$ cat src/rtl/ac_pkg.sv
// Shared types for the accumulator sequencing controller.
// Holds the FSM state type, default counter width and tile config.
package ac_pkg;

   localparam int CNT_WIDTH_DEF = 16;

   typedef enum logic [0:0] {
      IDLE = 1'b0,
      RUN  = 1'b1
   } state_t;

   typedef struct packed {
      logic [CNT_WIDTH_DEF-1:0] num_terms;
      logic [CNT_WIDTH_DEF-1:0] num_outputs;
   } tile_cfg_t;

endpackage

$ cat src/rtl/ac_wrap_counter.sv
// Loadable up-counter with clear and a terminal-count compare flag.
// Ports: clk, rst, clr, load/load_val, inc, tc_val -> cnt, tc.
module wrap_counter #(
   parameter int W = 16
) (
   input  logic         clk,
   input  logic         rst,
   input  logic         clr,
   input  logic         load,
   input  logic [W-1:0] load_val,
   input  logic         inc,
   input  logic [W-1:0] tc_val,
   output logic [W-1:0] cnt,
   output logic         tc
);

   always_ff @(posedge clk) begin
      if (rst) begin
         cnt <= '0;
      end else if (clr) begin
         cnt <= '0;
      end else if (load) begin
         cnt <= load_val;
      end else if (inc) begin
         cnt <= cnt + W'(1);
      end
   end

   assign tc = (cnt == tc_val);

endmodule

$ cat src/rtl/ac_ctrl.sv
// Sequencer folding every N psums into one AC result per output.
// Ports: cfg_*, psum valid/ready, ac_in_en/ac_F, out valid/ready, busy, done.
module ac_ctrl
   import ac_pkg::*;
#(
   parameter int CNT_WIDTH = CNT_WIDTH_DEF
) (
   input  logic                 clk,
   input  logic                 rst,
   input  logic                 cfg_start,
   input  logic [CNT_WIDTH-1:0] cfg_num_terms,
   input  logic [CNT_WIDTH-1:0] cfg_num_outputs,
   input  logic                 psum_valid,
   output logic                 psum_ready,
   output logic                 ac_in_en,
   output logic                 ac_F,
   output logic                 out_valid,
   input  logic                 out_ready,
   output logic                 busy,
   output logic                 done
);

   localparam logic [CNT_WIDTH-1:0] ONE = CNT_WIDTH'(1);

   state_t               state;
   logic [CNT_WIDTH-1:0] n_reg;
   logic [CNT_WIDTH-1:0] m_reg;
   logic [CNT_WIDTH-1:0] term_cnt;
   logic [CNT_WIDTH-1:0] out_cnt_unused;
   logic                 term_full;
   logic                 out_last;
   logic                 out_fire;
   logic                 last_fire;
   logic                 accept;
   logic                 start;
   logic                 first;
   logic                 set_valid;
   logic                 first_d;
   logic                 started;

   assign busy      = (state == RUN);
   assign start     = cfg_start & ~busy;
   assign out_fire  = out_valid & out_ready;
   assign last_fire = out_fire & out_last;

   // A full term count only frees up when its result leaves this cycle.
   assign psum_ready = busy & ~last_fire & (~term_full | out_fire);
   assign accept     = psum_valid & psum_ready;
   assign ac_in_en   = accept;
   assign ac_F       = started;

   assign first = accept & ((term_cnt == '0) | out_fire);

   // On a restart the counter reloads to 1, so only N=1 completes at once.
   assign set_valid = accept & (out_fire ? (n_reg == ONE)
                                         : (term_cnt == n_reg - ONE));

   wrap_counter #(.W(CNT_WIDTH)) u_term_cnt (
      .clk      (clk),
      .rst      (rst),
      .clr      (start),
      .load     (out_fire),
      .load_val ({{(CNT_WIDTH-1){1'b0}}, accept}),
      .inc      (accept),
      .tc_val   (n_reg),
      .cnt      (term_cnt),
      .tc       (term_full)
   );

   wrap_counter #(.W(CNT_WIDTH)) u_out_cnt (
      .clk      (clk),
      .rst      (rst),
      .clr      (start),
      .load     (1'b0),
      .load_val ('0),
      .inc      (out_fire),
      .tc_val   (m_reg - ONE),
      .cnt      (out_cnt_unused),
      .tc       (out_last)
   );

   always_ff @(posedge clk) begin
      if (rst) begin
         state     <= IDLE;
         n_reg     <= '0;
         m_reg     <= '0;
         out_valid <= 1'b0;
         first_d   <= 1'b0;
         started   <= 1'b0;
         done      <= 1'b0;
      end else begin
         done      <= 1'b0;
         first_d   <= first;
         // F stays low for exactly the cycle the first term hits the adder.
         started   <= (started | first_d) & ~out_fire;
         out_valid <= (out_valid & ~out_fire) | set_valid;
         if (start) begin
            n_reg <= (cfg_num_terms == '0) ? ONE : cfg_num_terms;
            m_reg <= cfg_num_outputs;
            if (cfg_num_outputs == '0) begin
               done <= 1'b1;
            end else begin
               state <= RUN;
            end
         end else if (last_fire) begin
            state <= IDLE;
            done  <= 1'b1;
         end
      end
   end

endmodule

$ cat config.mk
export PLATFORM = sky130hd
export DESIGN_NAME = ac_ctrl
export DESIGN_NICKNAME = d
export VERILOG_FILES = /design/src/rtl/ac_pkg.sv /design/src/rtl/ac_wrap_counter.sv /design/src/rtl/ac_ctrl.sv
export SDC_FILE = /design/constraint.sdc
export NUM_CORES = 1
export LEC_CHECK = 0
export CORE_UTILIZATION = 60
export CTS_BUF_LIST = sky130_fd_sc_hd__clkbuf_2 sky130_fd_sc_hd__clkbuf_4 sky130_fd_sc_hd__clkbuf_8
export DETAILED_ROUTE_END_ITERATION = 6
export HOLD_SLACK_MARGIN = 0.03
export PLACE_DENSITY_LB_ADDON = 0.1
export SLEW_MARGIN = 5
export SYNTH_ARGS = -nofsm -noshare
export SYNTH_HDL_FRONTEND = slang
export SYNTH_SLANG_ARGS = --single-unit
$ cat constraint.sdc
create_clock -name clk -period 4.73 [get_ports clk]
set_clock_uncertainty 0.05 [all_clocks]
set_input_delay 0.946 -clock clk [delete_from_list [all_inputs] [get_ports clk]]
set_output_delay 0.946 -clock clk [all_outputs]
set_load 0.03 [all_outputs]
* After elaboration in Yosys (flattened, before gate mapping)
Cells that the tools add are included.
Word-level totals: logic and storage cells 55, bits in registers 69
Cells by class: bitwise gates (word level) 18, multiplexer cells 10, add/subtract/negate cells 4, reductions and logical operators 8, equality and inequality tests 5
Operator list (number):
- $eq 16x16->1 | 3
- $logic_not 16->1 | 3
- $add 16x1->16 const B | 2
- $sub 16x1->16 const B | 2
- $eq 16x1->1 const B | 1
- $mux 16 | 1
- $and 1x1->1 | 10
- $mux 1 | 9
- $not 1->1 | 4
- $or 1x1->1 | 4
- $reduce_bool 2->1 | 2
- $reduce_or 3->1 | 1
- $ne 2x2->1 const B | 1
- $reduce_and 2->1 | 1
- $reduce_or 2->1 | 1

* Logic depth before layout (Yosys ltp)
depth after elaboration 9, gate-level depth with buffers 13, gate-level depth less buffers 11

* Cells and area by module
Synthesis repeated with hierarchy kept, for this count alone.
Unflattened totals: cell total of the unflattened synthesis 552, area total of the unflattened synthesis 4385.5 um2
Modules (own cells, without submodules):
- ac_ctrl | cells each 296, area each 2240.9 um2, seq. area each 740.7 um2, times used 1
- wrap_counter | cells each 128, area each 1072.3 um2, seq. area each 320.3 um2, times used 2

* Least setup slack after synthesis
OpenSTA, ideal clock, no wires.
path kind register to output, start register m_reg[0], end output port psum_ready, arrival time 2.868 ns, cell stages (with the launch flop) 12, path slack 0.866 ns, cell sequence dfxtp_1 -> inv_1 -> ha_1 -> clkbuf_1 -> or4b_1 -> o31a_1 -> o41ai_2 -> o41ai_1 -> o2111a_1 -> and2_1 -> nand2b_1 -> a21oi_1
Between the ends: word-level cells in the longest chain between the ends 6
Ends and longest elaborated chain:
- start, declared | RTL line ac_ctrl.sv:27 | logic [CNT_WIDTH-1:0] m_reg;
- start signal, assigned | RTL line ac_ctrl.sv:99 | m_reg <= cfg_num_outputs;
- $sub 16x1->16 | RTL line ac_ctrl.sv:77 | .tc_val (m_reg - ONE),
- $eq 16x16->1 | RTL line ac_wrap_counter.sv:29 | assign tc = (cnt == tc_val);
- $and 1x1->1 | RTL line ac_ctrl.sv:44 | assign last_fire = out_fire & out_last;
- $not 1->1 | RTL line ac_ctrl.sv:47 | assign psum_ready = busy & ~last_fire & (~term_full | out_fire);
- $and 1x1->1 (2 in a row) | RTL line ac_ctrl.sv:47
- end, declared | RTL line ac_ctrl.sv:14 | output logic psum_ready,
No other way between the ends.

* Worst setup path after layout
start register m_reg[0], end output port ac_in_en
Between the ends: word-level cells in the longest chain between the ends 7
Ends and longest elaborated chain:
- $sub 16x1->16 | RTL line ac_ctrl.sv:77
- $eq 16x16->1 | RTL line ac_wrap_counter.sv:29
- $and 1x1->1 | RTL line ac_ctrl.sv:44
- $not 1->1 | RTL line ac_ctrl.sv:47
- $and 1x1->1 (2 in a row) | RTL line ac_ctrl.sv:47
- $and 1x1->1 | RTL line ac_ctrl.sv:48 | assign accept = psum_valid & psum_ready;
- end, declared | RTL line ac_ctrl.sv:15 | output logic ac_in_en,
No other way between the ends.

==> impl_metrics.yaml <==
outcome:
  outcome: "finished clean"
critical_path:
  max_stage_delay_ns: 0.67
  cpMostUsedCell: "inv_1"
  cp_max_fo: 9
  crit_family: "compound AO/OA/AOI/OAI gates"
  crit_path_end_kind: "output pin"
  crit_required_ns: 3.73
  critPathBufInv: 3
  arrival_ns: 3.53
  path_class: "reg -> out"
  slowest_stage: "clkdlybuf4s50_1"
  path_cells: "inv_1, ha_2, or4b_1, o31a_1, o41ai_2, o41ai_1, o2111a_1, a21o_1, inv_1, clkdlybuf4s50_1"
  critPathLaunchType: "flip-flop"
route:
  drt_iter0_markers: 323
  met1_length_um: 4775
  via_count: 3869
  met3WireLength_um: 818
  wl_met2_um: 4173
  routed.top_layer: "met4"
  first_pass_iters: 5
  ant_nets: 0
  viasPerCell: 6.240
  wl_per_cell_um: 16.01
  drc_errors: 0
  drt_wl_total_um: 9925
floorplanning:
  fp.dieH_um: 83.28
  dieArea_um2: 6936
  boundaryPins: 43
  die_w_um: 83.28
  std_cell_rows: 29
  start_util_pct: 62.42
  core_area_um2: 6350
timing:
  fin_crit_ns: 4.529
  finalSetupViolCount: 0
  clock.fmax_mhz: 220.8
  period_share_pct: 95.74
  tns_ns: 0
  worst_pin_slew_ns: 0.8661
  slew_violations: 0
  relSlewSlack_pct: 42.05
  hold_viol: 0
  grt_setup_unrepaired: "no"
layout:
  fillers: 515
  layout-drive-gt1-share_pct: 4.788
  mostFrequentLayoutCells: "nand2_1, dfxtp_1, a21oi_1"
  final_common_cell: "nand2_1"
  nets: 581
  insertedDiodeCount: 0
  area_growth_pct: 15.25
place:
  port_buffers: 42
  place_congestion: 0.8969
  post-dp-hpwl_um: 7249
synthesis:
  synthDistinctLibCells: 51
  ys_seq_area_share_pct: 34.85
  synth-edff-count: 0
  netlist_area_um2: 3964
  yosysTopAreaCell: "dfxtp_1"
  ys_seq_elements: 69
  yosysTopAreaCellShare_pct: 34.85
  async_reset_ff_share_pct: 0
  avgSynthCellArea_um2: 7.772
  yosysWarnings: 0
  synth.area.top_cells: "dfxtp_1, xnor2_1, nand2_1, a21oi_1, xor2_1"
  syn-num-nets: 553
  syn_inst: 510
  synth_ff_type: "dfxtp_1"
power_and_ir_drop:
  p_sw_mw: 0.3836
  clock_power_share_pct: 32.4
  pwr-share-seq_pct: 48.7
  pwr-share-comb_pct: 18.9
  p_leak_nw: 1.584
  swShare_pct: 29.60
  p_int_mw: 0.9123
  pwr_density_cell_nw_per_um2: 283.7
  ir_worst_vdd_mv: 0.2508
  power_mw: 1.296
clock_tree:
  cts_max_path_buffers: 2
  cts_max_level: 3
  clock_sinks: 69
  cts.clk_slew.worst_paths_ns: 0.07
  root_buffer: "clkbuf_8"
  clk_latency_ns: 0.36
  cts_made_buffers: 9
  hold_buffers: 0
  cts_tree: "done"
global_routing:
  overflow: 0
  grt.total_usage_pct: 29.39
  grt_pass1_wl_um: 16300
  grt_max_degree: 29
  antenna_found_initial: 0
  grt_pass1_vias: 3473
min_path:
  hold_class: "reg -> reg"
flow_run:
  drv_cap: 0
path summary, 6_finish.rpt:
check	end	slack (ns)	from	cells past startpoint
worst max register to register	u_term_cnt.cnt[11]$_SDFFE_PP0P_	1.30	m_reg[0]$_SDFFE_PP0P_	11
worst min register to register	m_reg[1]$_SDFFE_PP0P_	0.43	m_reg[1]$_SDFFE_PP0P_	2
worst min-delay path	m_reg[1]$_SDFFE_PP0P_	0.43	m_reg[1]$_SDFFE_PP0P_	2
worst max-delay path	ac_in_en	0.20	m_reg[0]$_SDFFE_PP0P_	10
worst reg2reg max path, delay by kind of cell, from the launching register on:
family	cells	cell delay [ns]
adders and majority gates	1	0.27
buffers and inverters	2	0.30
AOI/OAI and AO/OA	6	1.32
and+or+nand+nor	2	1.06
DFF	1	0.35
synthesized netlist by cell type, types with 3 or more instances:
| cell type | count |
|---|---|
| a211oi_1 | 3 |
| a21oi_1 | 46 |
| a22o_1 | 11 |
| a31o_2 | 3 |
| a31oi_1 | 3 |
| and2_1 | 4 |
| and3_1 | 10 |
| buf_2 | 5 |
| clkbuf_1 | 24 |
| dfxtp_1 | 69 |
| ha_1 | 6 |
| inv_1 | 12 |
| nand2_1 | 70 |
| nand2b_1 | 7 |
| nand3_1 | 15 |
| nand3b_1 | 3 |
| nand4_1 | 11 |
| nor2_1 | 32 |
| nor3_1 | 19 |
| nor3b_1 | 3 |
| nor4_1 | 16 |
| nor4b_1 | 4 |
| o21ai_0 | 27 |
| o31ai_1 | 4 |
| or3_1 | 16 |
| or4_1 | 5 |
| xnor2_1 | 32 |
| xor2_1 | 20 |
routing by layer:
| layer | GRT usage, % | up-vias |
|---|---|---|
| li1 | - | 1890 |
| met1 | 41.50 | 1790 |
| met2 | 43.59 | 167 |
| met3 | 8.151 | 22 |
| met4 | 8.777 | 0 |
| met5 | 0 | - |
cells by family (layout without fill, tap and decap cells):
family	count (synthesis)	after routing	share of synthesized area, %
and+or+nand+nor	221	221	28.25
DFF	69	69	34.85
xor gates and xnor gates	52	52	11.49
buffers and inverters	42	75	4.135
AOI/OAI and AO/OA	118	118	18.88
muxes	2	2	0.5051
adders and majority gates	6	6	1.894
per-stage QoR:
stage	hold WS [ns]	worst slack, ns	cells	cell area, um^2	util (%)
finish	0.4259	0.2014	620	4568	71.94
global route	0.4655	0.02290	620	4568	71.94
CTS	0.4270	0.1749	620	4564	71.88
detailed placement	0.4175	0.3000	604	4399	69.28
global placement	0.4115	0.4175	604	4399	69.28
floorplan	0.3993	0.8658	510	3964	-
repair_timing:
| action | CTS | global route |
|---|---|---|
| gates resized for setup | 1 | 2 |
| gates cloned | 0 | 0 |
| endpoints found under the setup margin | 1 | 2 |
| buffers inserted | 0 | 0 |
power groups by stage:
| stage | clock network, mW | logic [mW] | registers [mW] |
|---|---|---|---|
| global route | 0.454 | 0.269 | 0.633 |
| CTS | 0.429 | 0.241 | 0.629 |
| finish | 0.420 | 0.245 | 0.631 |
| global placement | 0 | 0.235 | 0.641 |
| detailed placement | 0 | 0.241 | 0.642 |
| floorplan | 0 | 0.172 | 0.631 |
cell type report:
type	instances	area, um^2	area share (%)
Multi-Input combinational cell	399	2422	53.03
Sequential cell	69	1381	30.24
Timing Repair Buffer	47	456.7	9.997
Clock buffer	11	138.9	3.040
Tap cell	77	96.34	2.109
Inverter	12	45.04	0.9860
Clock inverter	5	27.53	0.6026
(Power assumes the default switching activity.)
